File: config.mk
export PLATFORM = sky130hd
export DESIGN_NAME = router_reg
export DESIGN_NICKNAME = d
export VERILOG_FILES = /design/src/rtl/router_pkg.sv /design/src/rtl/router_reg.sv
export SDC_FILE = /design/constraint.sdc
export NUM_CORES = 1
export LEC_CHECK = 0
export ABC_AREA = 1
export CELL_PAD_IN_SITES_DETAIL_PLACEMENT = 1
export CELL_PAD_IN_SITES_GLOBAL_PLACEMENT = 1
export CORE_ASPECT_RATIO = 0.75
export CORE_MARGIN = 2
export CORE_UTILIZATION = 40
export CTS_BUF_LIST = sky130_fd_sc_hd__clkbuf_2 sky130_fd_sc_hd__clkbuf_4 sky130_fd_sc_hd__clkbuf_8
export DETAILED_ROUTE_END_ITERATION = 10
export PLACE_DENSITY_LB_ADDON = 0.1
export SETUP_SLACK_MARGIN = 0.05
export SYNTH_ARGS = -nofsm -noshare
export SYNTH_HDL_FRONTEND = slang
export SYNTH_SLANG_ARGS = --single-unit
File: constraint.sdc
create_clock -name clock -period 1.2 [get_ports clock]
set_input_delay 0.24 -clock clock [delete_from_list [all_inputs] [get_ports clock]]
set_output_delay 0.24 -clock clock [all_outputs]
set_load 0.05 [all_outputs]
File: src/rtl/router_pkg.sv
// rtl/router_pkg.sv - shared widths, header field helpers and address constants for the router datapath
package router_pkg;

  localparam int DATA_WIDTH = 8;
  localparam int ADDR_BITS  = 2;
  localparam int LEN_BITS   = DATA_WIDTH - ADDR_BITS;

  // Destination 3 does not exist on a 1x3 router.
  localparam logic [ADDR_BITS-1:0] ADDR_INVALID = 2'b11;

  // Payload length field of a header byte.
  function automatic logic [LEN_BITS-1:0] hdr_len(input logic [DATA_WIDTH-1:0] hdr);
    return hdr[DATA_WIDTH-1:ADDR_BITS];
  endfunction

  // Destination address field of a header byte.
  function automatic logic [ADDR_BITS-1:0] hdr_addr(input logic [DATA_WIDTH-1:0] hdr);
    return hdr[ADDR_BITS-1:0];
  endfunction

endpackage

File: src/rtl/router_reg.sv
// rtl/router_reg.sv - router datapath registers: header latch, stall hold, dout, running parity and error flag; option ROUTER_REG_ADDR_CHECK_EN
module router_reg
  import router_pkg::*;
(
  input  logic                  clock,
  input  logic                  resetn,
  input  logic                  pkt_valid,
  input  logic                  fifo_full,
  input  logic                  rst_int_reg,
  input  logic                  detect_add,
  input  logic                  ld_state,
  input  logic                  laf_state,
  input  logic                  full_state,
  input  logic                  lfd_state,
  input  logic [DATA_WIDTH-1:0] data_in,
  output logic                  parity_done,
  output logic                  low_pkt_valid,
  output logic                  err,
  output logic [DATA_WIDTH-1:0] dout
);

  logic [DATA_WIDTH-1:0] hdr_q, hdr_d;
  logic [DATA_WIDTH-1:0] hold_q, hold_d;
  logic [DATA_WIDTH-1:0] int_par_q, int_par_d;
  logic [DATA_WIDTH-1:0] pkt_par_q, pkt_par_d;
  logic [DATA_WIDTH-1:0] dout_q, dout_d;
  logic                  low_pkt_valid_q, low_pkt_valid_d;
  logic                  parity_done_q, parity_done_d;
  logic                  err_q, err_d;

  // Header latch, stall holding register and received parity byte capture.
  always_comb begin
    hdr_d     = hdr_q;
    hold_d    = hold_q;
    pkt_par_d = pkt_par_q;

    if (detect_add && pkt_valid) begin
`ifdef ROUTER_REG_ADDR_CHECK_EN
      if (hdr_addr(data_in) != ADDR_INVALID) begin
        hdr_d = data_in;
      end
`else
      hdr_d = data_in;
`endif
    end

    if (ld_state && fifo_full) begin
      hold_d = data_in;
    end

    // With pkt_valid low inside LOAD_DATA the byte on data_in is the parity byte.
    if (ld_state && !pkt_valid) begin
      pkt_par_d = data_in;
    end
  end

  // Output byte select: header first, then live payload, then the byte stalled by a full FIFO.
  always_comb begin
    dout_d = dout_q;
    if (lfd_state) begin
      dout_d = hdr_q;
    end else if (ld_state && !fifo_full) begin
      dout_d = data_in;
    end else if (laf_state) begin
      dout_d = hold_q;
    end
  end

  // Running XOR over header and payload; the FIFO_FULL state must not fold a byte in twice.
  always_comb begin
    int_par_d = int_par_q;
    if (detect_add) begin
      int_par_d = '0;
    end else if (lfd_state) begin
      int_par_d = int_par_q ^ hdr_q;
    end else if (ld_state && pkt_valid && !full_state) begin
      int_par_d = int_par_q ^ data_in;
    end
  end

  // End-of-packet flags and the parity comparison that follows parity_done by one clock.
  always_comb begin
    low_pkt_valid_d = low_pkt_valid_q;
    parity_done_d   = parity_done_q;
    err_d           = err_q;

    if (rst_int_reg) begin
      low_pkt_valid_d = 1'b0;
    end else if (ld_state && !pkt_valid) begin
      low_pkt_valid_d = 1'b1;
    end

    // Parity is done either when the parity byte goes straight out, or when it was
    // stalled and finally leaves through LOAD_AFTER_FULL.
    if (detect_add) begin
      parity_done_d = 1'b0;
    end else if (ld_state && !fifo_full && !pkt_valid) begin
      parity_done_d = 1'b1;
    end else if (laf_state && low_pkt_valid_q && !parity_done_q) begin
      parity_done_d = 1'b1;
    end

    if (detect_add) begin
      err_d = 1'b0;
    end else if (parity_done_q) begin
      err_d = (int_par_q != pkt_par_q);
    end
  end

  // State register; a reset mid-packet discards everything.
  always_ff @(posedge clock) begin
    if (!resetn) begin
      hdr_q           <= '0;
      hold_q          <= '0;
      int_par_q       <= '0;
      pkt_par_q       <= '0;
      dout_q          <= '0;
      low_pkt_valid_q <= 1'b0;
      parity_done_q   <= 1'b0;
      err_q           <= 1'b0;
    end else begin
      hdr_q           <= hdr_d;
      hold_q          <= hold_d;
      int_par_q       <= int_par_d;
      pkt_par_q       <= pkt_par_d;
      dout_q          <= dout_d;
      low_pkt_valid_q <= low_pkt_valid_d;
      parity_done_q   <= parity_done_d;
      err_q           <= err_d;
    end
  end

  assign dout          = dout_q;
  assign parity_done   = parity_done_q;
  assign low_pkt_valid = low_pkt_valid_q;
  assign err           = err_q;

endmodule

==> summary.txt <==
Run status
  – Status: finished, final reports clean

STA
  – Final Max Tran Viols: 0
  – RSZ-0062 raised after global routing: yes
  – Post-layout min period: between 1 and 1.5 ns
  – Fmax: 895 MHz
  – Worst-Margin Slew: 0.290 ns
  – Hold Violations, Final: 0
  – Fin worst setup slack: 0.0826 ns
  – Final Skew: 0.00528 ns
  – Final period util: 93.1%
  – Final setup viols: 0
  – Slew headroom: between 80% and 90%

CTS
  – Max Buffers Root-to-Sink: 2
  – CTS sink cnt: 43
  – Htree depth: 2
  – Worst skew pair latency: 0.31 ns
  – Post-CTS Hold Buffers: 0
  – Total CTS buffers: 5
  – CTS tree: built
  – Clock-pin transition on the worst setup and hold timing paths: 0.09 ns
  – CTS root buffer: clkbuf_8

Route
  – Initial DRC count: 152
  – Post-route ant nets: 0
  – DR vias: 2,160
  – Post-Route M1 WL: 2.98 mm
  – Drt wl/cell: 20.1 um
  – DR WL met2: 3.80 mm
  – Metal3 WL: 540 um
  – DR DRC count: 0
  – Vias per cell: 5.65
  – DR pass1 iterations: 4
  – Top sig layer: met4
  – Drt total wl: 7.66 mm

GRT
  – First-pass GRT wire length: 12.3 mm
  – Vias in the first global route: 2,417
  – Initial antenna violation count: 0
  – Total gr overflow: 0
  – Largest net degree at the start of global routing: 22
  – Total track usage: 30.1%

Layout
  – Area Overhead vs Synth: 51.1%
  – Fin cells: 382
  – FF/Latch Area: roughly 860 um2
  – Ant. Diodes: 0
  – # nets final: 342
  – Multi-input gate area: between 900 and 1000 um2
  – Share of layout cells above drive strength 1: between 20 and 25%
  – Fillers: 546

Floorplanning
  – Die W: 84.4 um
  – Starting Density: 42.4%
  – Area of the die: 5420 um2
  – Rows: 21
  – Die height: 64.3 um
  – Core area: around 4600 um2
  – Num ports: 29

Critical path
  – CP endpoint kind: primary output
  – Crit start category: register
  – CP arrival: 0.88 ns
  – Crit-path max FO: 2
  – Largest delay share family, worst path: flip-flops
  – CP bufs+invs: 1
  – Slowest cell on the critical path: dfxtp_1
  – CP max stage delay: 0.41 ns
  – Worst path cell trace: buf_12
  – Worst Path Required: 0.96 ns
  – CP Class: reg -> out

Synth
  – Post-Syn Nets: around 280
  – Netlist cell types: 21
  – Register area share after synthesis: 44.4%
  – #FFs+latches synth: 43
  – Yosys warning count: 0
  – Simple-gate share of the synthesized area: 21.7%
  – Xor and xnor area share after synthesis: 0.904%
  – Syn avg cell area: approximately 7.3 um2
  – Syn Std Cell Area: 1940 um2
  – Largest family of logic cells by synthesized area: compound AO/OA/AOI/OAI gates
  – Post-synthesis adder-cell area fraction: 0%
  – Mux cell area share after synthesis: 0%
  – Post-synthesis compound-gate area fraction: 22.7%
  – Cells after Synth: 265

Place
  – Number of buffers inserted by port buffering: 28
  – Placed Cells: 362
  – HPWL Detailed: around 4.3 mm
  – RD Place Congestion: 0.791
  – Pre-CTS WS: -0.406 ns

Power
  – Cell area power density: roughly 1300 nW/um2
  – Leakage: 1.32 nW
  – VDD IR max: about 0.64 mV

Worst hold path
  – Min-Delay Path Class: in -> reg

Job
  – MaxCap Viol Count: 0
timing repair:
action | 4_1_cts | 5_1_grt
resized for setup | 11 | 13
endpoints found under the setup margin | 27 | 14
buffers inserted | 10 | 0
hold endpoints to repair | 0 | 0
gates cloned | 2 | 0
pin swaps | 5 | 8
Yosys cell counts:
cell type   n  area, um2
nor3_4      2       32.5
a21boi_0    2       15.0
inv_2       2       7.51
dfxtp_1    43        861
a21oi_1    41        205
nor2_4      1       11.3
o21ai_0    26        130
o22ai_1     8       50.1
nand2_8     1       20.0
nor2_2      2       12.5
inv_1      34        128
buf_4       1       7.51
buf_6       3       33.8
nor2_1     31        116
nand3_1    10       50.1
nor2_8      1       20.0
buf_2       2       10.0
nand2_1    42        158
xnor2_1     2       17.5
o21ai_1     8       40.0
clkbuf_1    3       11.3
logic make-up (layout without fill, tap and decap cells):
family	count (synthesis)	count (layout)
buf+inv	45	105
xor+xnor	2	2
simple gates	90	90
flops	43	43
compound gates	85	85
flip-flops by register name, indices dropped and copies added (netlist names):
name,cells
dout,8
hdr_q,8
hold_q,8
int_par_q,8
pkt_par_q,8
err,1
low_pkt_valid,1
parity_done,1
through the flow:
stage               cell area [um2]  TNS [ns]  hold slack (ns)  power (W)  util (%)
floorplan                      1940         0            0.312    0.00193         -
global placement               2570    -10.66            0.518    0.00226      56.2
detailed placement             2570    -13.39            0.521    0.00228      56.2
CTS                            2900         0            0.467    0.00373      63.5
global route                   2930         0            0.487    0.00390      64.0
finish                         2930         0            0.461    0.00378      64.0
final timing paths:
kind / start / to / slack (ns) / depth (start not counted)
hold reg to reg: hdr_q[0]$_SDFFE_PN0P_ / hdr_q[0]$_SDFFE_PN0P_ / 0.55 / 2
hold / removal: rst_int_reg / low_pkt_valid$_SDFFE_PP0P_ / 0.46 / 2
setup / recovery: dout[2]$_SDFFE_PN0P_ / dout[2] / 0.08 / 1
setup reg to reg: pkt_par_q[4]$_SDFFE_PN0P_ / err$_SDFFE_PP0P_ / 0.12 / 7
per-layer routing:
metal,vias up,GRT usage (%)
li1,979,-
met1,1045,32.4
met2,95,54.7
met3,41,6.98
met4,0,16.7
met5,-,0
cells in the final DEF, fill, tap and decap left out, drive strengths merged:
cell,synthesis,layout
clkbuf,3,8
bufinv,0,2
clkdlybuf4s50,0,12
o21ai,34,34
dfxtp,43,43
dlygate4sd2,0,4
xnor2,2,2
nor2,35,35
inv,36,36
a21boi,2,2
buf,6,42
nand2,43,43
nor3,2,2
nand3,10,10
bufbuf,0,1
o22ai,8,8
a21oi,41,41
area by class of cell:
type	count	area share, %
Tap cell	57	2.44
Multi-Input combinational cell	177	31.3
Clock inverter	2	2.05
Inverter	36	4.62
Timing Repair Buffer	61	27.4
Sequential cell	43	29.5
Clock buffer	6	2.61
report_power, final:
group	switching, W	leakage [nW]	internal, W	total [W]
sequential	0.0000705	0.355	0.00151	0.00158
clock	0.000542	0.0688	0.000855	0.00140
combinational	0.000423	0.894	0.000375	0.000798
worst reg2reg max path: stages (launching register included):
cell and delay (ns):
dfxtp_1 0.39, inv_1 0.06, nand2_1 0.05, nand2_1 0.07
nor2_2 0.14, nand3_2 0.10, nor2_2 0.11, nor2_1 0.04
(Power assumes the default switching activity.)
